### src/rtl/in_unit.sv
// MIX IN-instruction input controller: UART bytes -> 6-bit MIX codes -> 30-bit
// words written one block at a time through a request/store handshake.

module UartRX (
  input  logic       clk,
  input  logic       reset,
  input  logic       rx,
  output logic [7:0] data,
  output logic       valid
);
  localparam int CLKS_PER_BIT = 16;

  typedef enum logic [1:0] {RX_IDLE, RX_START, RX_DATA, RX_STOP} rx_state_t;

  rx_state_t   state, state_n;
  logic [3:0]  cnt, cnt_n;
  logic [2:0]  bit_idx, bit_n;
  logic [7:0]  sh, sh_n;
  logic        valid_n;
  logic [1:0]  sync;
  logic        rx_s;

  assign rx_s = sync[1];
  assign data = sh;

  always_ff @(posedge clk) begin
    if (reset) begin
      state   <= RX_IDLE;
      cnt     <= 4'd0;
      bit_idx <= 3'd0;
      sh      <= 8'd0;
      valid   <= 1'b0;
      sync    <= 2'b11;
    end else begin
      sync    <= {sync[0], rx};
      state   <= state_n;
      cnt     <= cnt_n;
      bit_idx <= bit_n;
      sh      <= sh_n;
      valid   <= valid_n;
    end
  end

  // Start bit is re-checked at mid-bit; data and stop bits are sampled mid-bit.
  always_comb begin
    state_n = state;
    cnt_n   = cnt;
    bit_n   = bit_idx;
    sh_n    = sh;
    valid_n = 1'b0;
    case (state)
      RX_IDLE: if (!rx_s) begin
        state_n = RX_START;
        cnt_n   = 4'd0;
      end
      RX_START: begin
        if (cnt == 4'(CLKS_PER_BIT/2 - 1)) begin
          cnt_n   = 4'd0;
          bit_n   = 3'd0;
          state_n = rx_s ? RX_IDLE : RX_DATA;
        end else cnt_n = cnt + 4'd1;
      end
      RX_DATA: begin
        if (cnt == 4'(CLKS_PER_BIT - 1)) begin
          cnt_n = 4'd0;
          sh_n  = {rx_s, sh[7:1]};
          if (bit_idx == 3'd7) state_n = RX_STOP;
          else bit_n = bit_idx + 3'd1;
        end else cnt_n = cnt + 4'd1;
      end
      RX_STOP: begin
        if (cnt == 4'(CLKS_PER_BIT - 1)) begin
          state_n = RX_IDLE;
          valid_n = rx_s;
        end else cnt_n = cnt + 4'd1;
      end
      default: state_n = RX_IDLE;
    endcase
  end
endmodule

module in_unit (
  input  logic        clk,
  input  logic        reset,
  input  logic        start,
  input  logic [5:0]  field,
  input  logic [11:0] addressin,
  input  logic        rx,
  input  logic        store,
  output logic [11:0] addressout,
  output logic [29:0] out,
  output logic        request,
  output logic        stop,
  output logic        busy,
  output logic        overrun
);
  logic [7:0]  rx_data, ch;
  logic        rx_valid;
  logic [5:0]  dec_code, unit;
  logic        dec_char, dec_cr;
  logic [11:0] address_next;
  logic        pending, line_end, asm_full, filled, req_fresh;
  logic [3:0]  word_cnt, last;
  logic [2:0]  char_cnt;
  logic [29:0] asm_reg, shifted;
  logic        accept, have_code;

  UartRX u_rx (.clk(clk), .reset(reset), .rx(rx), .data(rx_data), .valid(rx_valid));

  always_comb begin
    ch       = rx_data;
    dec_code = 6'd0;
    dec_char = 1'b0;
    dec_cr   = 1'b0;
    if (rx_data >= 8'h61 && rx_data <= 8'h7a) ch = rx_data - 8'd32;
    if (!rx_data[7]) begin
      if (ch == 8'd13) dec_cr = 1'b1;
      else if (ch >= 8'd32 && ch != 8'd127) begin
        dec_char = 1'b1;
        if      (ch >= 8'h41 && ch <= 8'h49) dec_code = 6'(ch - 8'd64);
        else if (ch >= 8'h4a && ch <= 8'h52) dec_code = 6'(ch - 8'd63);
        else if (ch >= 8'h53 && ch <= 8'h5a) dec_code = 6'(ch - 8'd61);
        else if (ch >= 8'h30 && ch <= 8'h39) dec_code = 6'(ch - 8'd18);
        else case (ch)
          8'h2e: dec_code = 6'd40;  8'h2c: dec_code = 6'd41;
          8'h28: dec_code = 6'd42;  8'h29: dec_code = 6'd43;
          8'h2b: dec_code = 6'd44;  8'h2d: dec_code = 6'd45;
          8'h2a: dec_code = 6'd46;  8'h2f: dec_code = 6'd47;
          8'h3d: dec_code = 6'd48;  8'h24: dec_code = 6'd49;
          8'h3c: dec_code = 6'd50;  8'h3e: dec_code = 6'd51;
          8'h40: dec_code = 6'd52;  8'h3b: dec_code = 6'd53;
          8'h3a: dec_code = 6'd54;  8'h27: dec_code = 6'd55;
          default: dec_code = 6'd0;
        endcase
      end
    end
  end

  // A store in the cycle request rises is ignored (req_fresh).
  assign last      = (unit == 6'd16) ? 4'd15 : 4'd13;
  assign accept    = request & store & ~req_fresh;
  assign have_code = line_end | (rx_valid & dec_char);
  assign shifted   = {asm_reg[23:0], line_end ? 6'd0 : dec_code};

  always_ff @(posedge clk) begin
    if (reset) begin
      busy <= 1'b0; request <= 1'b0; stop <= 1'b0; overrun <= 1'b0;
      addressout <= 12'd0; out <= 30'd0; unit <= 6'd0; address_next <= 12'd0;
      pending <= 1'b0; line_end <= 1'b0; asm_full <= 1'b0; filled <= 1'b0;
      req_fresh <= 1'b0; word_cnt <= 4'd0; char_cnt <= 3'd0; asm_reg <= 30'd0;
    end else begin
      stop      <= 1'b0;
      req_fresh <= 1'b0;
      if (!busy) begin
        if (start) begin
          unit <= field; addressout <= addressin; overrun <= 1'b0;
          word_cnt <= 4'd0; char_cnt <= 3'd0; line_end <= 1'b0;
          asm_full <= 1'b0; filled <= 1'b0; pending <= 1'b0;
          busy <= 1'b1; stop <= 1'b1;
        end
      end else begin
        if (accept) begin
          request    <= 1'b0;
          addressout <= addressout + 12'd1;
          word_cnt   <= word_cnt + 4'd1;
          if (word_cnt == last) begin
            if (pending) begin
              stop <= 1'b1; addressout <= address_next; pending <= 1'b0;
              line_end <= 1'b0; word_cnt <= 4'd0; char_cnt <= 3'd0; filled <= 1'b0;
            end else busy <= 1'b0;
          end
        end
        // Once the last word reaches the holding register, input is discarded.
        if (!filled) begin
          if (asm_full) begin
            if (!request) begin
              out <= asm_reg; request <= 1'b1; req_fresh <= 1'b1; asm_full <= 1'b0;
              if (word_cnt == last) filled <= 1'b1;
            end
            if (rx_valid && !line_end) overrun <= 1'b1;
          end else begin
            if (have_code) begin
              asm_reg  <= shifted;
              char_cnt <= char_cnt + 3'd1;
              if (char_cnt == 3'd4) begin
                char_cnt <= 3'd0;
                if (request) asm_full <= 1'b1;
                else begin
                  out <= shifted; request <= 1'b1; req_fresh <= 1'b1;
                  if (word_cnt == last) filled <= 1'b1;
                end
              end
            end
            if (rx_valid && dec_cr) line_end <= 1'b1;
          end
        end
        if (start) begin
          pending      <= 1'b1;
          address_next <= addressin;
        end
      end
    end
  end
endmodule

### config.mk
export PLATFORM = sky130hd
export DESIGN_NAME = in_unit
export DESIGN_NICKNAME = d
export VERILOG_FILES = /design/src/rtl/in_unit.sv
export SDC_FILE = /design/constraint.sdc
export NUM_CORES = 1
export LEC_CHECK = 0
export BUFFER_PORTS_ARGS = -buffer_cell sky130_fd_sc_hd__buf_2
export CORE_ASPECT_RATIO = 1.25
export CORE_UTILIZATION = 60
export DETAILED_ROUTE_END_ITERATION = 10
export HOLD_SLACK_MARGIN = 0.06
export PLACE_DENSITY_LB_ADDON = 0.2
export SLEW_MARGIN = 10
export SYNTH_ARGS = -nofsm -noshare
export SYNTH_HDL_FRONTEND = slang
export SYNTH_SLANG_ARGS = --single-unit
### constraint.sdc
create_clock -name clk -period 8 [get_ports clk]
set_clock_uncertainty 0.15 [all_clocks]
set_input_delay 1.2 -clock clk [delete_from_list [all_inputs] [get_ports clk]]
set_output_delay 1.2 -clock clk [all_outputs]
set_load 0.05 [all_outputs]
==> results of run 1 <==
==> layer usage <==
layer | GRT usage (%) | vias to the layer above | wire, um
met5 | 0 | - | 0
met4 | 12.7 | 0 | 459
met3 | 6.65 | 36 | 831
met2 | 47.5 | 208 | 8070
met1 | 34.0 | 2916 | 6700
li1 | - | 3003 | -
==> per-stage QoR <==
step | power (mW) | hold slack [ns] | instance area, um^2
5_1_grt | 1.57 | 0.285 | 7590
3_5_place_dp | 0.756 | 0.254 | 6990
4_1_cts | 1.53 | 0.266 | 7590
2_1_floorplan | 0.732 | 0.239 | 6700
3_3_place_gp | 0.753 | 0.245 | 6990
6_report | 1.53 | 0.263 | 7590
==> cell type report <==
| cell class | instances | area (um^2) | area share [%] |
|---|---|---|---|
| Multi-Input combinational cell | 617 | 3850 | 50.7 |
| Sequential cell | 126 | 2520 | 33.3 |
| Clock buffer | 21 | 460 | 6.07 |
| Timing Repair Buffer | 73 | 380 | 5.01 |
| Tap cell | 132 | 165 | 2.18 |
| Clock inverter | 10 | 138 | 1.81 |
| Inverter | 19 | 71.3 | 0.940 |
==> critical path, stage by stage (launching register included) <==
cell      delay, ns
dfxtp_1        0.49
inv_1          0.21
ha_1           0.36
nor4b_1        0.48
nand2b_1       0.14
a31oi_2        0.27
or4_1          0.18
and3_2         0.20
buf_4          0.59
nor2_1         0.17
a211oi_2       0.30
==> power by group through the flow <==
stage	sequential, mW	clock, mW	combinational (mW)
after CTS	0.656	0.787	0.0883
after global placement	0.668	0	0.0853
after global routing	0.658	0.818	0.0966
after detailed placement	0.669	0	0.0877
after floorplan	0.682	0	0.0496
final	0.656	0.781	0.0885
==> kinds of logic after synthesis <==
family / count (synthesis) / share of synthesized area [%]
and+or+nand+nor: 336 / 23.2
AOI/OAI and AO/OA: 216 / 23.8
DFF: 126 / 37.6
buffers and inverters: 78 / 5.17
muxes: 34 / 5.10
adders and majority gates: 17 / 3.17
xor gates and xnor gates: 14 / 1.83
==> synthesized netlist by cell type, drive strengths merged (6+ instances only) <==
master and instances:
nor2b 6, nor2 82, a22oi 6, nand3 27, nand4 8, nand2 140
ha 17, clkbuf 38, xor2 8, dfxtp 126, buf 21, a31oi 8
nand2b 11, and3 8, inv 17, o211ai 16, xnor2 6, mux2i 33
nor3 13, or3 9, a311oi 8, a211oi 37, a21oi 82, o21ai 17
==> worst max-delay path by stage <==
stage / end / start / slack [ns] / cells past startpoint
final: out[9] / u_rx.data[1] / 4.33 / 10
after global routing: out[9] / u_rx.data[1] / 4.02 / 10
after CTS: out[9] / u_rx.data[1] / 4.35 / 10
after detailed placement: out[2] / u_rx.data[1] / 4.46 / 10
after global placement: out[0] / u_rx.data[1] / 4.63 / 10
after floorplan: out[21] / u_rx.data[1] / 5.17 / 11
==> placed cells by master (no fill, tap or decap), types with 16 or more instances in the layout <==
master	synthesis	layout
nand2_1	140	140
dfxtp_1	126	125
a21oi_1	82	82
nor2_1	81	81
buf_2	13	67
mux2i_1	33	33
nand3_1	27	27
a211oi_2	26	25
inv_1	17	17
ha_1	17	17
clkbuf_16	0	17
o211ai_1	16	16
==> reports/results.tsv, run 1 <==
metric	value	unit
rsz0062_at_grt	false	
tightest_slew	1.10	ns
post-route-min-period	3.67	ns
pwr-share-clk	51.2	%
cts_root_buf	clkbuf_16	
clkTransAtPathRegs	0.06	ns
timing.slew.headroom	26.5	%
wl_per_cell	16.1	um
drive_gt1_share	17.4	%
syn_avg_cell_area	8.16	um^2
cts_sinks	126	
worst_slack	4.33	ns
insertion_delay	0.42	ns
cp_max_fo	60	
numCtsBuffers	17	
worstPathArrival	3.83	ns
grt_pass1_wl	25900	um
fin_setup_tns	0	ns
final_nets	894	
yosysTopAreaCellShare	37.6	%
min-delay-start	u_rx.sync[0]	
syn_area	0.00670	mm^2
vias	6163	
required	8.16	ns
die_y	120	um
synthTopCellsByArea	dfxtp_1 38%, nand2_1 7.8%, a21oi_1 6.1%	
p_int	1.17	mW
synth-edff-count	0	
gp_congestion	0.915	
yosysSeqAreaShare	37.6	%
synth_cell_types	71	
grt_pass1_vias	5615	
ys_seq_elements	126	
ys.flop_type	dfxtp_1	
drc	0	
cts_tree	yes	
grt_max_degree	71	
antenna_found_initial	0	
cp-start-kind	flop	
leakage	2.68	nW
areaGrowthSynthToFinish	13.2	%
postRouteAntennaNets	0	
drt_pass1_iterations	5	
rows	42	
synth_largest_area_cell	dfxtp_1	
r2r_slack	4.33	ns
start_util	62.5	%
fillCellCount	868	
fmax	272	MHz
syn-num-nets	861	
cts_hold_buf	0	
finalNonFillerCells	998	
endpoint_kind	flop	
final_util	70.8	%
hold_end	u_rx.sync[1]	
ir_drop	0.159	mV
hold_class	flop to flop	
drv_cap	0	
status	finished clean	
drv_slew	0	
combPwrFrac	5.8	%
drtIter0Drc	331	
diodes	0	
crit_type	flop to flop	
cts_buffer_depth	2	
grt_use_total	28.4	%
p_per_area	201	mW/mm^2
dieArea	0.0116	mm^2
die_width	96.5	um
coreArea	0.0107	mm^2
cts_resized	0	
netlist_instances	821	
finalSetupViolCount	0	
hold_depth	1	
dp_cells	967	
synthArstFlopShare	0	%
p_sw	0.355	mW
ys_warn_count	0	
grt.overflow.total	0	
p_sw_share	23.3	%
timing.rr.end	out[9]	
hold_viol_final	0	
io_buffer_count	68	
hpwlAfterDp	10500	um
wirelength	16100	um
ctsHtreeMaxLevel	4	
pre_cts_ws	4.46	ns
post_cts_buffers	0	
vias_per_cell	6.18	
r2r_start	u_rx.data[1]	
seqPwrFrac	43.0	%
fin_crit_sh	45.9	%
pin_count	69	
rr_worst_depth	10	
No activity file was read; power rests on OpenSTA's default activity.
==> inputs of run 2 (changes only) <==
--- a/config.mk
+++ b/config.mk
@@ -7,7 +7,7 @@
 export LEC_CHECK = 0
 export BUFFER_PORTS_ARGS = -buffer_cell sky130_fd_sc_hd__buf_2
 export CORE_ASPECT_RATIO = 1.25
-export CORE_UTILIZATION = 60
+export CORE_UTILIZATION = 54
 export DETAILED_ROUTE_END_ITERATION = 10
 export HOLD_SLACK_MARGIN = 0.06
 export PLACE_DENSITY_LB_ADDON = 0.2
==> constraint.sdc (replaced) <==
create_clock -name clk -period 3 [get_ports clk]
set_clock_uncertainty 0.15 [all_clocks]
set_input_delay 0.45 -clock clk [delete_from_list [all_inputs] [get_ports clk]]
set_output_delay 0.45 -clock clk [all_outputs]
set_load 0.05 [all_outputs]
==> reports/results.tsv, run 2 (same netlist as run 1, synthesis figures left out) <==
metric	value	unit	change
status	finished clean		
cts_sinks	126		unchanged
pin_count	69		unchanged
required	3.16	ns	-5.00 ns
final_nets	931		+4.1%
p_sw	0.986	mW	+180%
numCtsBuffers	17		unchanged
drtIter0Drc	389		+18%
grt_pass1_wl	28000	um	+8.2%
combPwrFrac	6.3	%	+0.5 points
fmax	349	MHz	+28%
finalNonFillerCells	1068		+7.0%
p_total	3.95	mW	+160%
grt_use_total	27.2	%	-1.3 points
grt.overflow.total	0		unchanged
drive_gt1_share	21.3	%	+3.9 points
tightest_slew	0.595	ns	-0.508 ns
dieArea	0.0129	mm^2	+11%
gp_congestion	0.955		+4.5%
clkTransAtPathRegs	0.06	ns	about the same
drt_pass1_iterations	5		unchanged
postRouteAntennaNets	0		unchanged
finalSetupViolCount	0		unchanged
grt_max_degree	61		-14%
final_area	0.00791	mm^2	+4.3%
dp_cells	1031		+6.6%
grt_pass1_vias	5983		+6.6%
start_util	55.3	%	-7.2 points
rsz0062_at_grt	false		
worstPathArrival	3.02	ns	-0.81 ns
fin_setup_tns	0	ns	unchanged
hold_viol_final	0		unchanged
rows	45		+7.1%
post-route-min-period	2.86	ns	-0.809 ns
ir_drop	0.351	mV	+120%
cts_tree	yes		
endpoint_kind	flop		
hpwlAfterDp	11500	um	+9.7%
crit_type	flop to flop		
areaGrowthSynthToFinish	18.1	%	
final_util	65.4	%	-5.4 points
drv_slew	0		unchanged
p_sw_share	24.9	%	+1.7 points
p_int	2.97	mW	+150%
drv_cap	0		unchanged
final_cell_mix	140 x nand2_1, 125 x dfxtp_1, 82 x a21oi_1		
ctsHtreeMaxLevel	4		unchanged
die_y	127	um	+5.3%
hold_class	input pin to flop		
fin_crit_sh	95.4	%	+50 points
io_buffer_count	68		unchanged
timing.slew.headroom	60.3	%	+34 points
insertion_delay	0.42	ns	about the same
pwr-share-clk	49.5	%	-1.7 points
vias	6261		+1.6%
cp_max_fo	7		-88%
die_width	102	um	+5.3%
mostFrequentLayoutCell	nand2_1		
wl_per_cell	15.5	um	-3.5%
leakage	2.87	nW	+6.8%
wirelength	16600	um	+3.2%
dpl-instance-area	0.00729	mm^2	+4.4%
vias_per_cell	5.86		-5.1%
diodes	0		unchanged
coreArea	0.0121	mm^2	+13%
cts_root_buf	clkbuf_16		
cp-start-kind	flop		
cts_buffer_depth	2		unchanged
seqPwrFrac	44.1	%	+1.1 points
p_per_area	500	mW/mm^2	+150%
drc	0		unchanged
antenna_found_initial	0		unchanged
-- run 2: cell count changes in the layout (fill, tap and decap cells not counted), sizes merged --
| cell | before | now |
|---|---|---|
| clkbuf | 21 | 19 |
| buf | 73 | 109 |
| bufinv | 3 | 1 |
| clkinv | 6 | 8 |
| dlygate4sd3 | 0 | 1 |
| inv | 18 | 19 |
| clkinvlp | 2 | 4 |
-- run 2: critical path, cell delays in order (launching register included) --
cell and delay [ns]:
dfxtp_1 0.36, inv_2 0.13, ha_2 0.22, or4b_4 0.51, nor2_4 0.15, or3_1 0.27
nand2_1 0.17, a211oi_1 0.36, nor3_1 0.10, o41ai_1 0.32
-- run 2: final cells by class --
type | count | area (um^2)
inverter | 19 | 71.3
tap | 164 | 205
clock inverter | 13 | 115
clock buffer | 19 | 453
fill | 1035 | 4190
timing repair buffer | 110 | 686
sequential | 126 | 2520
multi-input combinational | 617 | 3860
-- run 2: power by group through the flow --
stage               logic (mW)  clock network (mW)  registers (mW)
finish                   0.250                1.96            1.74
global route             0.276                2.06            1.75
CTS                      0.250                1.97            1.74
detailed placement       0.248                   0            1.78
global placement         0.241                   0            1.78
floorplan                0.132                   0            1.82
-- run 2: path summary, 6_finish.rpt --
path / start / cells past startpoint / endpoint / slack (ns)
max reg2reg: u_rx.data[0] / 9 / asm_reg[2] / 0.14
max: u_rx.data[0] / 9 / asm_reg[2] / 0.14
min reg2reg: u_rx.sync[0] / 1 / u_rx.sync[1] / 0.26
min: field[3] / 3 / unit[3] / 0.12
-- run 2: per-layer routing --
| metal | part of all wire, % | vias to the layer above | GRT usage [%] |
|---|---|---|---|
| met1 | 43 | 2955 | 33.3 |
| li1 | - | 3074 | - |
| met3 | 4.4 | 44 | 5.12 |
| met5 | 0 | - | 0 |
| met4 | 2.6 | 0 | 11.3 |
| met2 | 50 | 188 | 46.2 |
-- run 2: per-stage QoR --
step	setup WS, ns	hold slack (ns)
after floorplan	0.174	0.239
after global placement	0.164	0.241
after detailed placement	0.0637	0.243
after CTS	0.0508	0.112
after global routing	0.0264	0.127
final	0.138	0.122
-- run 2: what timing repair did --
item	4_1_cts	5_1_grt
endpoints found under the hold margin	1	0
setup endpoints to repair	0	47
gates resized for setup	0	3
hold buffers	1	0
setup buffers	0	4
